**src/rtl/regfile_mp_pkg.sv**
```systemverilog
// regfile_mp_pkg: default geometry and pending-vector type for the multiport register file
package regfile_mp_pkg;
  localparam int N_DEF = 16;
  localparam int R_DEF = 3;
  localparam int NR_DEF = 2;
  localparam int NW_DEF = 2;
  typedef logic [2**R_DEF-1:0] pend_t;
endpackage

```
**src/rtl/regfile_mp_if.sv**
```systemverilog
// regfile_mp_if: read/write/reserve bus of the multiport register file
interface regfile_mp_if #(
  parameter int N = 16,
  parameter int R = 3,
  parameter int NR = 2,
  parameter int NW = 2
);
  logic [NR-1:0][R-1:0] ra;
  logic [NR-1:0][N-1:0] rd;
  logic [NR-1:0] rbusy;
  logic [NW-1:0] we;
  logic [NW-1:0][R-1:0] wa;
  logic [NW-1:0][N-1:0] wd;
  logic rsv_en;
  logic [R-1:0] rsv_addr;
  logic [R:0] busy_cnt;
  modport master(output ra, we, wa, wd, rsv_en, rsv_addr, input rd, rbusy, busy_cnt);
  modport slave(input ra, we, wa, wd, rsv_en, rsv_addr, output rd, rbusy, busy_cnt);
endinterface

```
**src/rtl/regfile_mp_popcount.sv**
```systemverilog
// popcount: number of set bits in a W-bit vector
module popcount #(
  parameter int W = 8,
  localparam int CW = $clog2(W + 1)
) (
  input logic [W-1:0] v,
  output logic [CW-1:0] c
);
  always_comb begin
    c = '0;
    for (int k = 0; k < W; k++) c = c + CW'(v[k]);
  end
endmodule

```
**src/rtl/regfile_mp.sv**
```systemverilog
// regfile_mp: multiport register file with pending scoreboard; r0 is hardwired zero.
// Define REGFILE_MP_BYPASS_EN to forward same-cycle write data to the read ports.
module regfile_mp
  import regfile_mp_pkg::*;
#(
  parameter int N = N_DEF,
  parameter int R = R_DEF,
  parameter int NR = NR_DEF,
  parameter int NW = NW_DEF
) (
  input logic clk,
  input logic rst_n,
  regfile_mp_if.slave b
);
  localparam int D = 2**R;
  logic [D-1:0][N-1:0] rf, rf_nx;
  logic [D-1:0] pend, pend_nx;
  logic [R:0] cnt_nx;
  // later write ports overwrite earlier ones; the reserve is applied last so it wins
  always_comb begin
    rf_nx = rf;
    pend_nx = pend;
    for (int j = 0; j < NW; j++)
      if (b.we[j] && b.wa[j] != '0) begin
        rf_nx[b.wa[j]] = b.wd[j];
        pend_nx[b.wa[j]] = 1'b0;
      end
    if (b.rsv_en && b.rsv_addr != '0) pend_nx[b.rsv_addr] = 1'b1;
  end
  popcount #(.W(D)) u_pc (.v(pend_nx), .c(cnt_nx));
  always_ff @(posedge clk or negedge rst_n)
    if (!rst_n) begin
      rf <= '0;
      pend <= '0;
      b.busy_cnt <= '0;
    end else begin
      rf <= rf_nx;
      pend <= pend_nx;
      b.busy_cnt <= cnt_nx;
    end
  always_comb begin
    for (int i = 0; i < NR; i++) begin
      b.rd[i] = rf[b.ra[i]];
      b.rbusy[i] = pend[b.ra[i]];
`ifdef REGFILE_MP_BYPASS_EN
      for (int j = 0; j < NW; j++)
        if (rst_n && b.we[j] && b.wa[j] == b.ra[i] && b.ra[i] != '0) begin
          b.rd[i] = b.wd[j];
          b.rbusy[i] = b.rsv_en && b.rsv_addr == b.ra[i];
        end
`endif
    end
  end
endmodule

```
**src/flat_wrapper.sv**
```systemverilog
// flat-port wrapper written by rule: the top's interface ports become plain ports
module regfile_mp_flat import regfile_mp_pkg::*;
#(
  parameter int N = N_DEF,
  parameter int R = R_DEF,
  parameter int NR = NR_DEF,
  parameter int NW = NW_DEF
)
  (clk, rst_n, b_ra, b_we, b_wa, b_wd, b_rsv_en, b_rsv_addr, b_rd, b_rbusy, b_busy_cnt);
  regfile_mp_if #(.N(N), .R(R), .NR(NR), .NW(NW)) b_i ();
  input logic clk;
  input logic rst_n;
  input wire logic [$bits(b_i.ra)-1:0] b_ra;
  input wire logic [$bits(b_i.we)-1:0] b_we;
  input wire logic [$bits(b_i.wa)-1:0] b_wa;
  input wire logic [$bits(b_i.wd)-1:0] b_wd;
  input wire logic [$bits(b_i.rsv_en)-1:0] b_rsv_en;
  input wire logic [$bits(b_i.rsv_addr)-1:0] b_rsv_addr;
  output wire logic [$bits(b_i.rd)-1:0] b_rd;
  output wire logic [$bits(b_i.rbusy)-1:0] b_rbusy;
  output wire logic [$bits(b_i.busy_cnt)-1:0] b_busy_cnt;
  assign b_i.ra = b_ra;
  assign b_i.we = b_we;
  assign b_i.wa = b_wa;
  assign b_i.wd = b_wd;
  assign b_i.rsv_en = b_rsv_en;
  assign b_i.rsv_addr = b_rsv_addr;
  assign b_rd = b_i.rd;
  assign b_rbusy = b_i.rbusy;
  assign b_busy_cnt = b_i.busy_cnt;
  regfile_mp #(.N(N), .R(R), .NR(NR), .NW(NW)) u_core (.clk(clk), .rst_n(rst_n), .b(b_i));
endmodule
```
**config.mk**
```make
export PLATFORM = sky130hd
export DESIGN_NAME = regfile_mp_flat
export DESIGN_NICKNAME = d
export VERILOG_FILES = /design/src/rtl/regfile_mp_pkg.sv /design/src/rtl/regfile_mp_if.sv /design/src/rtl/regfile_mp_popcount.sv /design/src/rtl/regfile_mp.sv /design/src/flat_wrapper.sv
export SDC_FILE = /design/constraint.sdc
export NUM_CORES = 1
export LEC_CHECK = 0
export CAP_MARGIN = 20
export CORE_UTILIZATION = 50
export CTS_CLUSTER_SIZE = 8
export DETAILED_ROUTE_END_ITERATION = 6
export PLACE_DENSITY = 0.72
export REMOVE_ABC_BUFFERS = 1
export SLEW_MARGIN = 40
export SYNTH_ARGS = -nofsm -noshare
export SYNTH_HDL_FRONTEND = slang
export SYNTH_SLANG_ARGS = --single-unit
```
**constraint.sdc**
```tcl
create_clock -name clk -period 3.3 [get_ports clk]
set_input_delay 0.33 -clock clk [delete_from_list [all_inputs] [get_ports clk]]
set_output_delay 0.33 -clock clk [all_outputs]
set_load 0.05 [all_outputs]
```
# After elaboration in Yosys (flattened, before gate mapping)
# Cells that the tools add are included.
word_totals:
  regBits: 140
  in_bits: 52
  elab_cells: 64
classes:
  bitwise: 5
  order_cmp: 8
  mux: 25
  n_reduce_logical: 9
  add_sub_neg: 7
ops:
  columns: ["cell", "n"]
  rows:
  - ["128-bit bitwise mux", 2]
  - ["128-bit 2-to-1 mux", 2]
  - ["16-bit binary-select mux with 3-bit select", 2]
  - ["16-bit demux with 3-bit select", 2]
  - ["16-bit 2-to-1 mux", 4]
  - ["8-bit 2-to-1 mux", 3]
  - ["3-bit by 4-bit < comparator with 1-bit output (second input constant)", 5]
  - ["4-bit by 1-bit adder with 4-bit output", 4]
  - ["8-bit AND", 2]
  - ["8-bit inverter", 2]
  - ["1-bit demux with 3-bit select", 3]
  - ["3-bit by 1-bit greater-or-equal comparator with 1-bit output (second input constant)", 3]
  - ["3-bit nonzero test", 3]
  - ["8-bit OR", 1]
  - ["1-bit binary-select mux with 3-bit select", 2]
  - ["1-bit logical AND", 6]
  - ["1-bit 2-to-1 mux", 5]
  - ["3-bit by 1-bit adder with 4-bit output", 1]
  - ["2-bit by 1-bit adder with 3-bit output", 1]
  - ["1-bit by 1-bit adder with 2-bit output", 1]

# Depth between registers and ports, before layout
depth:
  ltp_word: 18
  mapped_depth: 14
  depth_no_buf: 12

# Modules after synthesis
# A second synthesis with hierarchy kept.
hier_totals:
  cells_unflattened: 711
  area_unflattened_um2: 8539.4
modules_own_cells:
  columns: ["module", "area_each_um2", "n_inst", "seq_area_each_um2", "cells_per_inst"]
  rows:
  - ["regfile_mp", 8349.3, 1, 3503.4, 687]
  - ["popcount", 190.2, 1, 0.0, 24]

# Worst setup path after synthesis
# Ideal clock, no wire load.
synth_path:
  path_type: "input port to flip-flop"
  startpoint: "input b_wa[2]"
  endpoint: "register u_core.b.busy_cnt[2]"
  arrival_time_ns: 3.332
  t_required_ns: 3.177
  slack_ns: -0.155
  n_path_buf: 2
  path_stages: 13
  path_cell_list: "and4bb_2 -> buf_4 -> buf_6 -> o32ai_1 -> fa_1 -> inv_1 -> fa_1 -> fa_1 -> inv_1 -> ha_1 -> inv_1 -> fa_1 -> xnor2_1"
synth_via:
  elab_chain_len: 18
  word_cells_on_any_way: 21
synth_rtl:
  columns: ["item", "line", "rtl"]
  rows:
  - ["from (decl)", "flat_wrapper.sv:15", "input wire logic [$bits(b_i.wa)-1:0] b_wa;"]
  - ["3-bit by 4-bit < comparator with 1-bit output (implied by the code) or 3-bit by 1-bit greater-or-equal comparator with 1-bit output (tied branches)", "regfile_mp.sv:26", "pend_nx[b.wa[j]] = 1'b0;"]
  - ["1-bit logical AND (implied by the code)", "regfile_mp.sv:26", null]
  - ["1-bit 2-to-1 mux (implied by the code)", "regfile_mp.sv:26", null]
  - ["1-bit demux with 3-bit select", null, null]
  - ["8-bit inverter (no source line)", null, null]
  - ["8-bit AND (no source line)", null, null]
  - ["8-bit 2-to-1 mux *", "regfile_mp.sv:24", "if (b.we[j] && b.wa[j] != '0) begin"]
  - ["8-bit AND (no source line)", null, null]
  - ["8-bit 2-to-1 mux *", "regfile_mp.sv:24", null]
  - ["8-bit OR (no source line)", null, null]
  - ["8-bit 2-to-1 mux *", "regfile_mp.sv:28", "if (b.rsv_en && b.rsv_addr != '0) pend_nx[b.rsv_addr] = 1'b1;"]
  - ["via u_core.pend_nx[1]", "regfile_mp.sv:17", "logic [D-1:0] pend, pend_nx;"]
  - ["1-bit by 1-bit adder with 2-bit output *", "regfile_mp_popcount.sv:11", "for (int k = 0; k < W; k++) c = c + CW'(v[k]);"]
  - ["2-bit by 1-bit adder with 3-bit output *", "regfile_mp_popcount.sv:11", null]
  - ["3-bit by 1-bit adder with 4-bit output *", "regfile_mp_popcount.sv:11", null]
  - ["4-bit by 1-bit adder with 4-bit output * (4 in a row)", "regfile_mp_popcount.sv:11", null]
  - ["via u_core.cnt_nx[2]", "regfile_mp.sv:18", "logic [R:0] cnt_nx;"]
  - ["to (signal assigned)", "regfile_mp.sv:39", "b.busy_cnt <= cnt_nx;"]
  - ["to (decl)", "regfile_mp_if.sv:18", "modport slave(input ra, we, wa, wd, rsv_en, rsv_addr, output rd, rbusy, busy_cnt);"]
# The timed path passes the listed nets; every way through them passes the cells marked *.

# Worst setup path after layout
layout_path:
  startpoint: "input b_rsv_addr[2]"
  endpoint: "register u_core.b.busy_cnt[2]"
layout_via:
  word_cells_on_any_way: 16
layout_rtl:
  columns: ["item", "line", "rtl"]
  rows:
  - ["from (decl)", "flat_wrapper.sv:18", "input wire logic [$bits(b_i.rsv_addr)-1:0] b_rsv_addr;"]
  - ["3-bit by 4-bit < comparator with 1-bit output (implied by the code) or 3-bit by 1-bit greater-or-equal comparator with 1-bit output (tied branches)", "regfile_mp.sv:28", null]
  - ["1-bit logical AND (implied by the code)", "regfile_mp.sv:28", null]
  - ["1-bit 2-to-1 mux (implied by the code)", "regfile_mp.sv:28", null]
  - ["1-bit demux with 3-bit select", null, null]
  - ["8-bit OR (no source line)", null, null]
  - ["8-bit 2-to-1 mux *", "regfile_mp.sv:28", null]
  - ["via u_core.pend_nx[3]", "regfile_mp.sv:17", null]
  - ["3-bit by 1-bit adder with 4-bit output *", "regfile_mp_popcount.sv:11", null]
  - ["4-bit by 1-bit adder with 4-bit output * (4 in a row)", "regfile_mp_popcount.sv:11", null]
  - ["via u_core.cnt_nx[2]", "regfile_mp.sv:18", null]
# Marks and branches as above.

==> impl_metrics.ini <==
[layout]
multi_input_area_um2 = 4650
regArea_um2 = 3500
drive_above_1_share = 0.209
fill_cells = 1312
fin_area_um2 = 10200
final_common_cell = dfrtp_1
synthToLayoutAreaGrowth_pct = 19.5
final_cell_mix = dfrtp_1, mux2i_1, buf_4
diodes = 0
utilization = 0.615
nNetsFinal = 840

[pwr]
seq_power_share = 0.367
leakage_nw = 4.67
p_sw_w = 0.00208
clockPowerShare = 0.320
swShare = 0.330
vdd_drop_max_mv = 0.455
powerDensity_nw_per_um2 = 615
p_int_w = 0.00421
pwr-share-comb = 0.313

[floorplanning]
die_x_um = 133
ios = 90
coreArea_um2 = 16600
fp.dieArea_um2 = 17700
dieHeight_um = 133
rows = 47
start_util = 0.515

[yosys]
synthAdderAreaFrac = 0.0137
yosysSeqAreaShare = 0.409
synthXorXnorAreaFrac = 0.00102
synth_compound_area_frac = 0.0745
async_reset_ff_frac = 1.00
synth_seq_cells = 140
synth-edff-count = 0
synth_cells = 709
synth_cell_type_count = 31
yosys.area_share.simple = 0.0736
dominantRegCellSynth = dfrtp_1
syn_area_um2 = 8570
synth_top_family_by_area = multiplexers
synthTopCellsByArea = dfrtp_1, mux4_1, mux2i_1
yosysWarnings = 0
synth_mux_area_frac = 0.377
synth_top_cell_area_share = 0.409
synth_area_per_cell_um2 = 12.1
synth_area_leader_cell = dfrtp_1

[global_routing]
antenna_found_initial = 1
grt_usage = 0.284
grt_start_max_net_pins = 141
grt_overflow = 0
grt_pass1_vias = 6692
grt_pass1_wl_um = 37300

[clock_tree]
htreeDepth = 4
clock_sinks = 140
cts_made_buffers = 17
clk_pin_slew_ps = 60
cts_tree = built
cts-root-buf = clkbuf_16
clock_path_buffers = 2
clk_latency_ps = 430

[worst_setup_path]
endpoint = u_core.b.busy_cnt[2]
rrSetupSlack_ps = 280
critPathMaxFanout = 2
crit_arrival_ps = 3520
worstSetupPathType = in -> reg
rr_worst_depth = 11
critical-path-slowest-cell = fa_1
critPathLaunchType = primary input
path_cells = clkdlybuf4s50_1, nand3b_1, o21ai_2, fa_1, inv_1, fa_1, fa_1, inv_1, ha_1, inv_1, fa_1, xnor2_1
worstSetupStartpoint = b_rsv_addr[2]
r2r_end = u_core.b.busy_cnt[2]
r2r_start = u_core.pend[1]
worst_ep_required_time_ps = 3610
cp-end-kind = flop
slowest_delay_ps = 460
timing.critical_path.mode_cell = fa_1

[placement]
place_area_um2 = 9530
io_buffers = 89
dp_hpwl_um = 14800
gp_congestion = 0.849
dp_slack_ps = -727

[route]
wl_per_cell_um = 23.8
vias = 6398
ant_nets = 0
dr.pass1.iters = 5
first_iter_violations = 580
drc = 0
vias_per_cell = 6.31
routed_wl_um = 24100

[timing]
finalCriticalPeriod_ps = 3210
fin_skew_ps = 2.76
slew_headroom = 0.653
hold_violations = 0
finalSetupTns_ps = 0
worst_slew_pin_slew_ps = 520
rsz0062_at_grt = no
max_freq_ghz = 0.312
whs_ps = 391
period_share = 0.972
drv_slew = 0
setup_viol = 0
setup_slack_ps = 93.9

[flow_run]
drv_cap = 0

[min_path]
holdCritPathClass = reg -> reg

[outcome]
outcome = completed
## cell type report
class,count,share of cell area
multi-input cells,484,0.454
flip-flops and latches,140,0.342
repair buffers,129,0.113
clock buffers,22,0.0473
well taps,220,0.0269
clock inverters,10,0.0134
inverters,9,0.00330
## cell usage after synthesis, types with 3 or more instances
cell      number
dfrtp_1      140
mux2i_1      112
nor2_1        67
a21oi_1       66
mux4_1        51
nand2_1       51
clkbuf_1      50
o21ai_0       42
mux2_2        34
mux4_2        17
buf_6         11
buf_4          9
inv_1          9
o21ai_1        7
and4bb_2       6
buf_2          6
nand4b_1       6
fa_1           4
ha_1           3
nand4_1        3
## stage by stage
stage	total power, W	std cells
global placement	0.00417	977
global route	0.00656	1014
finish	0.00629	1014
CTS	0.00630	1011
detailed placement	0.00428	977
floorplan	0.00359	633
## power groups by stage
stage / clock [W] / combinational, W / sequential [W]
finish: 0.00201 / 0.00197 / 0.00231
global route: 0.00211 / 0.00210 / 0.00235
CTS: 0.00203 / 0.00197 / 0.00230
detailed placement: 0 / 0.00195 / 0.00233
global placement: 0 / 0.00189 / 0.00228
floorplan: 0 / 0.00129 / 0.00230
## cells by family after synthesis
kind of cell,Yosys count
and+or+nand+nor,140
xor gates and xnor gates,1
adders and majority gates,7
DFF,140
AOI/OAI and AO/OA,122
muxes,214
buffers and inverters,85
## state kept, by name, summed over array words and instances, names as in the netlist
name and flops:
u_core.b.busy_cnt 4, u_core.pend 8, u_core.rf 128
## timing repair
item                       4_1_cts  5_1_grt
hold endpoints to repair         0       43
setup buffers                    2        1
hold buffers                     0        1
pin swaps                        3        3
cloned                           0        0
resized for setup               11        3
setup endpoints to repair        2        2
## critical path: cells and delay by family
kind | cells | cell delay (ps)
AO/OA/AOI/OAI | 1 | 240
buffers and inverters | 4 | 620
AND/OR/NAND/NOR | 1 | 300
adder cells (fa/ha/maj) | 5 | 1880
XOR/XNOR | 1 | 130
## how the worst min path moves through the flow
stage                   from                   end  cells after the start
2_1_floorplan          rst_n  u_core.b.busy_cnt[0]                      0
3_3_place_gp   u_core.rf[12]         u_core.rf[12]                      0
3_5_place_dp   u_core.rf[13]         u_core.rf[13]                      0
4_1_cts                rst_n        u_core.rf[102]                      2
5_1_grt        u_core.rf[13]         u_core.rf[13]                      0
6_report       u_core.rf[13]         u_core.rf[13]                      0
## routing by layer
metal,up-vias,GRT usage,share of wire
met5,-,0,0.00054
met4,2,0.0971,0.021
met3,50,0.0762,0.068
met2,265,0.455,0.49
met1,3275,0.373,0.42
li1,2806,-,-
No activity file was read; power rests on OpenSTA's default activity.
